## src/rtl/lsu_mem_master.sv

```systemverilog
// lsu_mem_master
//   Load/store initiator for a byte-addressable, synchronous-read RAM.
//   It accepts one request at a time. Out-of-range or disallowed accesses are
//   answered with an error and never touch the RAM. Stores pulse the write
//   enable for a single cycle. Loads present the address for two cycles,
//   capture the read data, and then sign- or zero-extend it.
//
// Ports
//   i_clk, i_reset        clock (rising edge), asynchronous active-high reset
//   i_req_*/o_req_ready   request channel (valid/ready)
//   o_rsp_*/i_rsp_ready   response channel (valid/ready); rdata is 0 for
//                         stores and errors
//   o_mem_*/i_mem_rdata   RAM port; mask and data are unrotated, and the
//                         addressed byte returns in i_mem_rdata[7:0]

module lsu_mem_master #(
    parameter int DEPTH            = 4096,
    parameter bit ALLOW_MISALIGNED = 1'b1,
    localparam int ADDR_W          = $clog2(DEPTH)
) (
    input  logic              i_clk,
    input  logic              i_reset,
    input  logic              i_req_valid,
    output logic              o_req_ready,
    input  logic              i_req_we,
    input  logic [1:0]        i_req_size,
    input  logic              i_req_unsigned,
    input  logic [31:0]       i_req_addr,
    input  logic [31:0]       i_req_wdata,
    output logic              o_rsp_valid,
    input  logic              i_rsp_ready,
    output logic [31:0]       o_rsp_rdata,
    output logic              o_rsp_err,
    output logic [ADDR_W-1:0] o_mem_addr,
    output logic [3:0]        o_mem_bmask,
    output logic [31:0]       o_mem_wdata,
    output logic              o_mem_wren,
    input  logic [31:0]       i_mem_rdata
);

    localparam logic [2:0] S_IDLE      = 3'd0;
    localparam logic [2:0] S_STORE     = 3'd1;
    localparam logic [2:0] S_LOAD_ADDR = 3'd2;
    localparam logic [2:0] S_LOAD_DATA = 3'd3;
    localparam logic [2:0] S_RESP      = 3'd4;

    logic [2:0]        state_q, state_d;
    logic [ADDR_W-1:0] addr_q, addr_d;
    logic [1:0]        size_q, size_d;
    logic              uns_q, uns_d;
    logic [31:0]       wdata_q, wdata_d;
    logic [31:0]       rdata_q, rdata_d;
    logic              err_q, err_d;

    // Request checks, evaluated on the incoming fields at accept time.
    logic [2:0]        last_off;
    logic [ADDR_W:0]   last_byte;
    logic              misaligned;
    logic              req_err;
    logic [31:0]       keep_mask;
    logic [31:0]       load_ext;

    always_comb begin
        last_off  = 3'd0;
        keep_mask = 32'h0000_00FF;
        case (i_req_size)
            2'b00:   begin last_off = 3'd0; keep_mask = 32'h0000_00FF; end
            2'b01:   begin last_off = 3'd1; keep_mask = 32'h0000_FFFF; end
            default: begin last_off = 3'd3; keep_mask = 32'hFFFF_FFFF; end
        endcase
    end

    // A carry into bit ADDR_W means the access would run past the top of the RAM.
    assign last_byte  = {1'b0, i_req_addr[ADDR_W-1:0]} + {{(ADDR_W-2){1'b0}}, last_off};
    assign misaligned = ((i_req_size == 2'b01) && i_req_addr[0])
                     || ((i_req_size == 2'b10) && (i_req_addr[1:0] != 2'b00));
    assign req_err    = (i_req_size == 2'b11)
                     || (i_req_addr[31:ADDR_W] != '0)
                     || last_byte[ADDR_W]
                     || (!ALLOW_MISALIGNED && misaligned);

    always_comb begin
        load_ext = i_mem_rdata;
        case (size_q)
            2'b00:   load_ext = {{24{~uns_q & i_mem_rdata[7]}},  i_mem_rdata[7:0]};
            2'b01:   load_ext = {{16{~uns_q & i_mem_rdata[15]}}, i_mem_rdata[15:0]};
            default: load_ext = i_mem_rdata;
        endcase
    end

    always_comb begin
        state_d = state_q;
        addr_d  = addr_q;
        size_d  = size_q;
        uns_d   = uns_q;
        wdata_d = wdata_q;
        rdata_d = rdata_q;
        err_d   = err_q;
        case (state_q)
            S_IDLE: begin
                if (i_req_valid) begin
                    addr_d  = i_req_addr[ADDR_W-1:0];
                    size_d  = i_req_size;
                    uns_d   = i_req_unsigned;
                    wdata_d = i_req_we ? (i_req_wdata & keep_mask) : '0;
                    rdata_d = '0;
                    err_d   = req_err;
                    if (req_err)       state_d = S_RESP;
                    else if (i_req_we) state_d = S_STORE;
                    else               state_d = S_LOAD_ADDR;
                end
            end
            S_STORE:     state_d = S_RESP;
            S_LOAD_ADDR: state_d = S_LOAD_DATA;
            S_LOAD_DATA: begin
                // The RAM data for the held address is valid in this cycle.
                rdata_d = load_ext;
                state_d = S_RESP;
            end
            S_RESP: begin
                if (i_rsp_ready) state_d = S_IDLE;
            end
            default: state_d = S_IDLE;
        endcase
    end

    always_ff @(posedge i_clk or posedge i_reset) begin
        if (i_reset) begin
            state_q <= S_IDLE;
            addr_q  <= '0;
            size_q  <= '0;
            uns_q   <= 1'b0;
            wdata_q <= '0;
            rdata_q <= '0;
            err_q   <= 1'b0;
        end else begin
            state_q <= state_d;
            addr_q  <= addr_d;
            size_q  <= size_d;
            uns_q   <= uns_d;
            wdata_q <= wdata_d;
            rdata_q <= rdata_d;
            err_q   <= err_d;
        end
    end

    assign o_req_ready = (state_q == S_IDLE);
    assign o_rsp_valid = (state_q == S_RESP);
    assign o_rsp_rdata = rdata_q;
    assign o_rsp_err   = err_q;
    assign o_mem_addr  = addr_q;
    assign o_mem_wdata = wdata_q;
    assign o_mem_wren  = (state_q == S_STORE);

    always_comb begin
        o_mem_bmask = 4'b0000;
        if (state_q == S_STORE) begin
            case (size_q)
                2'b00:   o_mem_bmask = 4'b0001;
                2'b01:   o_mem_bmask = 4'b0011;
                default: o_mem_bmask = 4'b1111;
            endcase
        end
    end

endmodule

```

## config.mk

```make
export PLATFORM = sky130hd
export DESIGN_NAME = lsu_mem_master
export DESIGN_NICKNAME = d
export VERILOG_FILES = /design/src/rtl/lsu_mem_master.sv
export SDC_FILE = /design/constraint.sdc
export NUM_CORES = 1
export LEC_CHECK = 0
export BUFFER_PORTS_ARGS = -buffer_cell sky130_fd_sc_hd__buf_4
export CORE_ASPECT_RATIO = 2
export CORE_MARGIN = 2
export CORE_UTILIZATION = 45
export DETAILED_ROUTE_END_ITERATION = 10
export HOLD_SLACK_MARGIN = 0.15
export PLACE_DENSITY = 0.78
export SKIP_CTS_REPAIR_TIMING = 1
export SLEW_MARGIN = 20
export SYNTH_ARGS = -nofsm -noshare
export SYNTH_HDL_FRONTEND = slang
export SYNTH_SLANG_ARGS = --single-unit
```

## constraint.sdc

```tcl
create_clock -name i_clk -period 2.7 [get_ports i_clk]
set_input_delay 0.27 -clock i_clk [delete_from_list [all_inputs] [get_ports i_clk]]
set_output_delay 0.27 -clock i_clk [all_outputs]
set_load 0.01 [all_outputs]
```

Word-level counts from Yosys, hierarchy flattened
Index checks and enable logic that the tools add are counted.
- register bits after elaboration: 83
- output and inout bits: 84
- logic and storage cells: 45
- $add $sub $neg: 1
- eq/ne operators: 9
- muxes and demuxes: 13
- bitwise gates (word level): 4
- reductions and logical operators: 11
- operators with widths (operator ; number):
    one-hot mux 32 bit (2 select lines) ; 3
    two-way mux 32 bit ; 2
    bitwise AND 32 bit ; 1
    nonzero test 20 bit ; 1
    adder 12 x 3 -> 13 bit ; 1
    one-hot mux 3 bit (4 select lines) ; 1
    two-way mux 3 bit ; 3
    one-hot mux 4 bit (2 select lines) ; 1
    equality test 3 x 2 -> 1 bit (second input constant) ; 2
    AND reduction 2 bit ; 3
    equality test 2 x 1 -> 1 bit (second input constant) ; 2
    logical NOT 2 bit ; 2
    two-way mux 4 bit ; 1
    one-hot mux 2 bit (2 select lines) ; 1
    equality test 3 x 1 -> 1 bit (second input constant) ; 1
    equality test 3 bit (second input constant) ; 1
    logical NOT 3 bit ; 1
    bitwise AND 1 bit ; 2
    equality test 2 bit (second input constant) ; 1
    logical OR 1 bit ; 2
    two-way mux 2 bit ; 1
    inequality test 2 x 1 -> 1 bit (second input constant) ; 1
    inequality test 2 bit (second input constant) ; 1
    nonzero test 2 bit ; 1
    other kinds (2) ; 2

Depth between registers and ports, before layout
Gate-level depths: netlist (run 1).
- depth after elaboration: 7
- mapped depth: 7

Least setup slack after synthesis (run 1)
OpenSTA, ideal clock, no wires.
- kind: flip-flop to flip-flop
- start point: register state_q[2]
- end point: register rdata_q[10], in the netlist o_rsp_rdata[10]
- library setup time: 0.121 ns
- data arrival time: 1.503 ns
- required time: 2.579 ns
- path slack: 1.076 ns
- stages on the path, launching flop included: 7
- path buffers: 2
- clock period less this slack: 1.624 ns
- cell sequence: dfrtp_1 -> nand2b_4 -> or3_1 -> buf_2 -> o21a_2 -> buf_6 -> a22o_1
- word-level cells in the longest chain between the ends: 3
- elaborated cells on any way between the ends: 6
- classes of those cells: eq/ne: 2; mux: 1; reduce/logical: 3
- ends and longest elaborated chain (item ; line ; source):
    from (decl) ; 47 ; logic [2:0] state_q, state_d;
    from (signal assigned) ; 137 ; state_q <= state_d;
    equality test 3 x 2 -> 1 bit or logical NOT 3 bit (tied branches) ; 99 ; case (state_q)
    nonzero test 2 bit (no source line) or inequality test 2 bit (tied branches) ; - ;
    AND reduction 2 bit (no source line) ; - ;
    to (signal assigned) ; 142 ; rdata_q <= rdata_d;
    to (decl) ; 52 ; logic [31:0] rdata_q, rdata_d;
Parallel ways exist; a longest one is shown, timed or not.
A chain may end at the register's enable or synchronous reset.

Final worst setup path (run 1)
- start point: register state_q[2]
- end point: register wdata_q[19], in the netlist o_mem_wdata[19]
- word-level cells in the longest chain between the ends: 2
- ends and longest elaborated chain (item ; line ; source):
    logical NOT 3 bit ; 99 ;
    AND reduction 2 bit (no source line) ; - ;
    to (signal assigned) ; 141 ; wdata_q <= wdata_d;
    to (decl) ; 51 ; logic [31:0] wdata_q, wdata_d;
Every way passes these cells.

==> out/metrics.cfg, run 1 <==
[pwr]
ir_drop_mv=0.736
p_per_area_nw_per_um2=1100
p_int_uw=3920
swShare_pct=32.8
finalPower_uw=5840
p_sw_uw=1920
leakage_uw=0.00270
p_clk_share_pct=21.9
p_seq_share_pct=38.1
power_frac_comb_pct=40.0

[yosys]
yosys_warnings=0
ys_top_cells_by_area=dfrtp_1 (60%), a22o_1 (9.9%), mux2_2 (4.9%)
synthesis.nets=391
synth_xor_area_share_pct=0
synth_ff_type=dfrtp_1
synth_top_family_by_area=compound AO/OA/AOI/OAI gates
syn_area_um2=3460
synth_mux_area_share_pct=5.17
syn_area_per_cell_um2=12.1
post-synth-top-count-cell=dfrtp_1
yosysTopAreaCellShare_pct=60.0
synth_seq_cells=83
synth_cells=286
synthDistinctLibCells=38
yosys-top-cells-count=dfrtp_1 (83), a22o_1 (39), nand2_1 (29)
synth_edf_count=0
synthSimpleGateAreaFrac_pct=11.8
async_flop_share_pct=100
ys_seq_area_share_pct=60.0
synth_compound_area_share_pct=18.8
synth_fa_ha_area_share_pct=0.361
yosysTopAreaCell=dfrtp_1

[sta]
fmax_mhz=468
slew_headroom_pct=48.8
tightest_slew_ps=767
min_period_ps=2140
hold_violations=0
setup_violations=0
tns_ps=0
slew_viol_final=0
finalClockSkew_ps=5.07
setup_ws_ps=561
grt_setup_unrepaired=false
fin_crit_sh_pct=79.2

[hold_path]
whs_path_depth=2
hold_class=primary input to register
hold_start=i_req_wdata[22]
min_to=o_mem_wdata[22]

[clock_network]
h-tree-depth=3
cts_buffers=9
cts_tree=built
clock_path_buffers=2
clock_latency_ps=330
clk_pin_slew_ps=60
cts_sinks=83
clockRootBuffer=clkbuf_16

[routing]
top_layer_used=met4
drc=0
route.antenna.remaining_nets=0
drt_iter0_drc=173
dr_wl_met3_um=598
vias_per_cell=5.25
first_pass_iters=4
wl_um=9350
via_count=3010
wl_met1_um=3390
met2RoutedLength_um=5160
avgRoutedWirePerCell_um=16.3

[place]
port_buffers=187
place_ws_ps=569
dp_hpwl_um=7090
place_area_um2=4920
place_congestion=0.827

[floorplanning]
core_um2=7540
ios=188
die_w_um=66.0
placementRows=45
die_height_um=128
dieArea_um2=8450
initial_core_util_pct=45.9

[global_routing]
grt-ovfl-total=0
grt_start_max_net_pins=45
grt_pass1_vias=3041
antenna_found_initial=0
grt_pass1_wl_um=14500
grt_usage_pct=22.9

[final_layout]
regArea_um2=2080
final_core_util_pct=70.5
fin_area_um2=5320
drive_above_1_share_pct=47.6
multi_input_area_um2=1250
area_growth_pct=53.7
num_antenna_cells=0
n_fill_cell=595
nets=580

[setup_path]
crit_type=register to register
cp.required_ps=2970
worstReg2RegEnd=o_mem_wdata[19]
crit_fanout=35
critPathLaunchType=register
r2r_cells=5
worstPathArrival_ps=2410
critPathCaptureType=register
rrSetupSlack_ps=560
r2r_start=state_q[2]

[run_status]
status=completed

[run]
max_cap_viol_count=0

[per-layer routing]
metal / vias up / global-route usage (%)
li1: 1424 / -
met2: 125 / 40.1
met5: - / 0
met1: 1443 / 25.9
met4: 0 / 8.64
met3: 18 / 6.32
[area by class of cell]
| cell class | instances | share of cell area, % |
|---|---|---|
| Timing Repair Buffer | 200 | 29.1 |
| Inverter | 3 | 0.235 |
| Multi-Input combinational cell | 178 | 23.5 |
| Tap cell | 94 | 2.21 |
| Clock buffer | 9 | 4.23 |
| Sequential cell | 83 | 39.0 |
| Clock inverter | 6 | 1.67 |
[per-stage QoR]
step / hold WS, ps / instances
6_report: 149 / 573
3_5_place_dp: 428 / 549
5_1_grt: 144 / 573
4_1_cts: 65.7 / 564
2_1_floorplan: 403 / 286
3_3_place_gp: 429 / 549
[sequential cells by signal, indices dropped and copies added, names as in the netlist]
name and count:
o_mem_addr 12, o_mem_wdata 32, o_rsp_err 1, o_rsp_rdata 32, size_q 2, state_q 3, uns_q 1
[power by group through the flow]
stage,sequential (µW),combinational (µW),clock [µW]
after CTS,2230,2360,1310
final,2220,2340,1280
after global routing,2310,2530,1360
after detailed placement,2230,2370,0
after floorplan,2350,1030,0
after global placement,2210,2300,0
[cells in the final DEF (no fill, tap or decap), types with 2 or more instances in the layout]
master / count
o2bb2ai_1: 16
nand4_1: 4
nor3_1: 2
nor2_2: 2
o21ai_0: 19
buf_4: 189
a21oi_1: 5
clkinvlp_4: 2
dfrtp_1: 83
inv_1: 2
nand2_1: 29
and2_1: 3
nand2b_1: 2
clkinv_2: 2
nor2_1: 4
nor4_1: 5
dlygate4sd3_1: 9
clkbuf_16: 9
a22o_1: 39
buf_12: 2
mux2_2: 15
nor2b_1: 16
bufinv_16: 2
[worst max-delay path by stage]
stage	slack, ps	cells after the start	startpoint	end
2_1_floorplan	290	1	i_reset	o_mem_addr[0]
4_1_cts	560	5	state_q[2]	o_mem_wdata[28]
3_3_place_gp	630	4	state_q[2]	o_rsp_rdata[14]
5_1_grt	390	5	state_q[2]	o_mem_wdata[11]
3_5_place_dp	570	4	state_q[2]	o_rsp_rdata[9]
6_report	560	5	state_q[2]	o_mem_wdata[19]
[logic make-up after synthesis]
kind of cell             Yosys count
AO/OA/AOI/OAI                     85
flip-flops                        83
AND/OR/NAND/NOR                   76
buffers and inverters             25
multiplexers                      16
adder cells (fa/ha/maj)            1
[critical path, cell delays in order, from the launching register on]
cell and delay (ps):
dfrtp_1 440, nand2b_4 170, or3_2 660, buf_12 270, nor2_4 330, a22o_1 190
No activity file was read; power rests on OpenSTA's default activity.
==> run 2, diff against run 1 <==
==> constraint.sdc (replaced) <==
create_clock -name i_clk -period 2.2 [get_ports i_clk]
set_input_delay 0.22 -clock i_clk [delete_from_list [all_inputs] [get_ports i_clk]]
set_output_delay 0.22 -clock i_clk [all_outputs]
set_load 0.01 [all_outputs]
==> out/metrics.cfg, run 2 (same netlist as run 1, synthesis figures left out) <==
[setup_path]
worstReg2RegEnd=o_mem_wdata[24]
critPathLaunchType=register
crit_type=register to register
crit_fanout=41
r2r_start=state_q[2]
endpoint=o_mem_wdata[24]
r2r_cells=5
cp.required_ps=2460
critPathCaptureType=register
critPathLaunch=state_q[2]
worstPathArrival_ps=2280
rrSetupSlack_ps=180

[final_layout]
num_antenna_cells=0
stdcell_count=614
final_cell_mix=buf_4 (192), dfrtp_1 (83), dlygate4sd3_1 (48)
n_fill_cell=486
final_common_cell=buf_4
drive_above_1_share_pct=44.2
nets=621
area_growth_pct=65.5
fin_area_um2=5730

[global_routing]
antenna_found_initial=0
grt_usage_pct=23.6
grt_pass1_wl_um=15000
grt_pass1_vias=3068
grt_start_max_net_pins=84
grt-ovfl-total=0

[place]
place_ws_ps=244
dp_cells=551
dp_hpwl_um=7220
port_buffers=187
place_area_um2=4920
place_congestion=0.790

[sta]
slew_headroom_pct=57.9
setup_violations=0
min_period_ps=2020
finalClockSkew_ps=5.12
setup_ws_ps=181
slew_viol_final=0
hold_violations=0
grt_setup_unrepaired=false
tightest_slew_ps=632
fin_crit_sh_pct=91.8
tns_ps=0
fmax_mhz=495

[routing]
route.antenna.remaining_nets=0
drt_iter0_drc=236
via_count=3278
first_pass_iters=4
vias_per_cell=5.34
avgRoutedWirePerCell_um=17.9
wl_um=11000
drc=0

[clock_network]
clockRootBuffer=clkbuf_16
clk_pin_slew_ps=60
cts_buffers=9
clock_latency_ps=330
cts_sinks=83
clock_path_buffers=2
cts_tree=built
h-tree-depth=3

[run_status]
status=completed

[hold_path]
hold_start=i_mem_rdata[24]
whs_path_depth=3
hold_class=primary input to register

[floorplanning]
die_w_um=66.0
dieArea_um2=8450
die_height_um=128
ios=188
initial_core_util_pct=45.9
core_um2=7540
placementRows=45

[pwr]
power_frac_comb_pct=41.3
ir_drop_mv=0.874
p_sw_uw=2450
swShare_pct=33.2
p_int_uw=4930
p_seq_share_pct=36.7
p_per_area_nw_per_um2=1290
p_clk_share_pct=22.1
leakage_uw=0.00288

[run]
max_cap_viol_count=0

-- run 2: cell count changes in the layout (fill, tap and decap cells not counted) --
cell           change
clkinvlp_4         -1
buf_12             -1
dlygate4sd3_1     +39
clkbuf_8           +2
clkinv_2           -1
inv_6              -1
buf_4              +3
clkinv_4           +1
-- run 2: power groups by stage --
stage	logic, µW	registers [µW]	clock network [µW]
2_1_floorplan	1260	2880	0
3_3_place_gp	2890	2670	0
3_5_place_dp	2970	2690	0
4_1_cts	2970	2680	1650
5_1_grt	3290	2790	1720
6_report	3050	2710	1630
-- run 2: per-layer routing --
| metal | wire (µm) | track usage, % | up-vias | part of all wire (%) |
|---|---|---|---|---|
| met5 | 0 | 0 | - | 0 |
| met4 | 374 | 10.4 | 0 | 3.4 |
| met3 | 711 | 6.58 | 34 | 6.5 |
| met2 | 6190 | 41.1 | 165 | 56 |
| met1 | 3690 | 26.4 | 1580 | 34 |
| li1 | - | - | 1499 | - |
-- run 2: critical path, cell delays in order (launching register included) --
cell and delay [ps]:
dfrtp_1 440, nand2b_4 170, or3_2 420, buf_4 290
nor2_4 370, a22o_1 230
-- run 2: area by class of cell --
cell class,instances,area (µm²),area share [%]
inverter,3,15.0,0.262
timing repair buffer,241,1940,33.9
clock buffer,11,253,4.41
tap,94,118,2.05
multi-input combinational,178,1250,21.8
clock inverter,4,73.8,1.29
sequential,83,2080,36.3
-- run 2: worst min path at each step --
stage / to / slack, ps
2_1_floorplan: o_mem_wdata[11] / 350
3_3_place_gp: o_rsp_rdata[20] / 370
3_5_place_dp: o_rsp_rdata[20] / 380
4_1_cts: o_rsp_rdata[20] / 20
5_1_grt: o_mem_wdata[7] / 150
6_report: o_rsp_rdata[24] / 140
-- run 2: per-stage QoR --
step / hold slack, ps / total power [µW] / utilization, %
final: 140 / 7390 / 75.9
after global routing: 151 / 7800 / 75.9
after CTS: 22.7 / 7300 / 69.6
after detailed placement: 380 / 5660 / 65.2
after global placement: 371 / 5550 / 65.2
after floorplan: 353 / 4140 / -
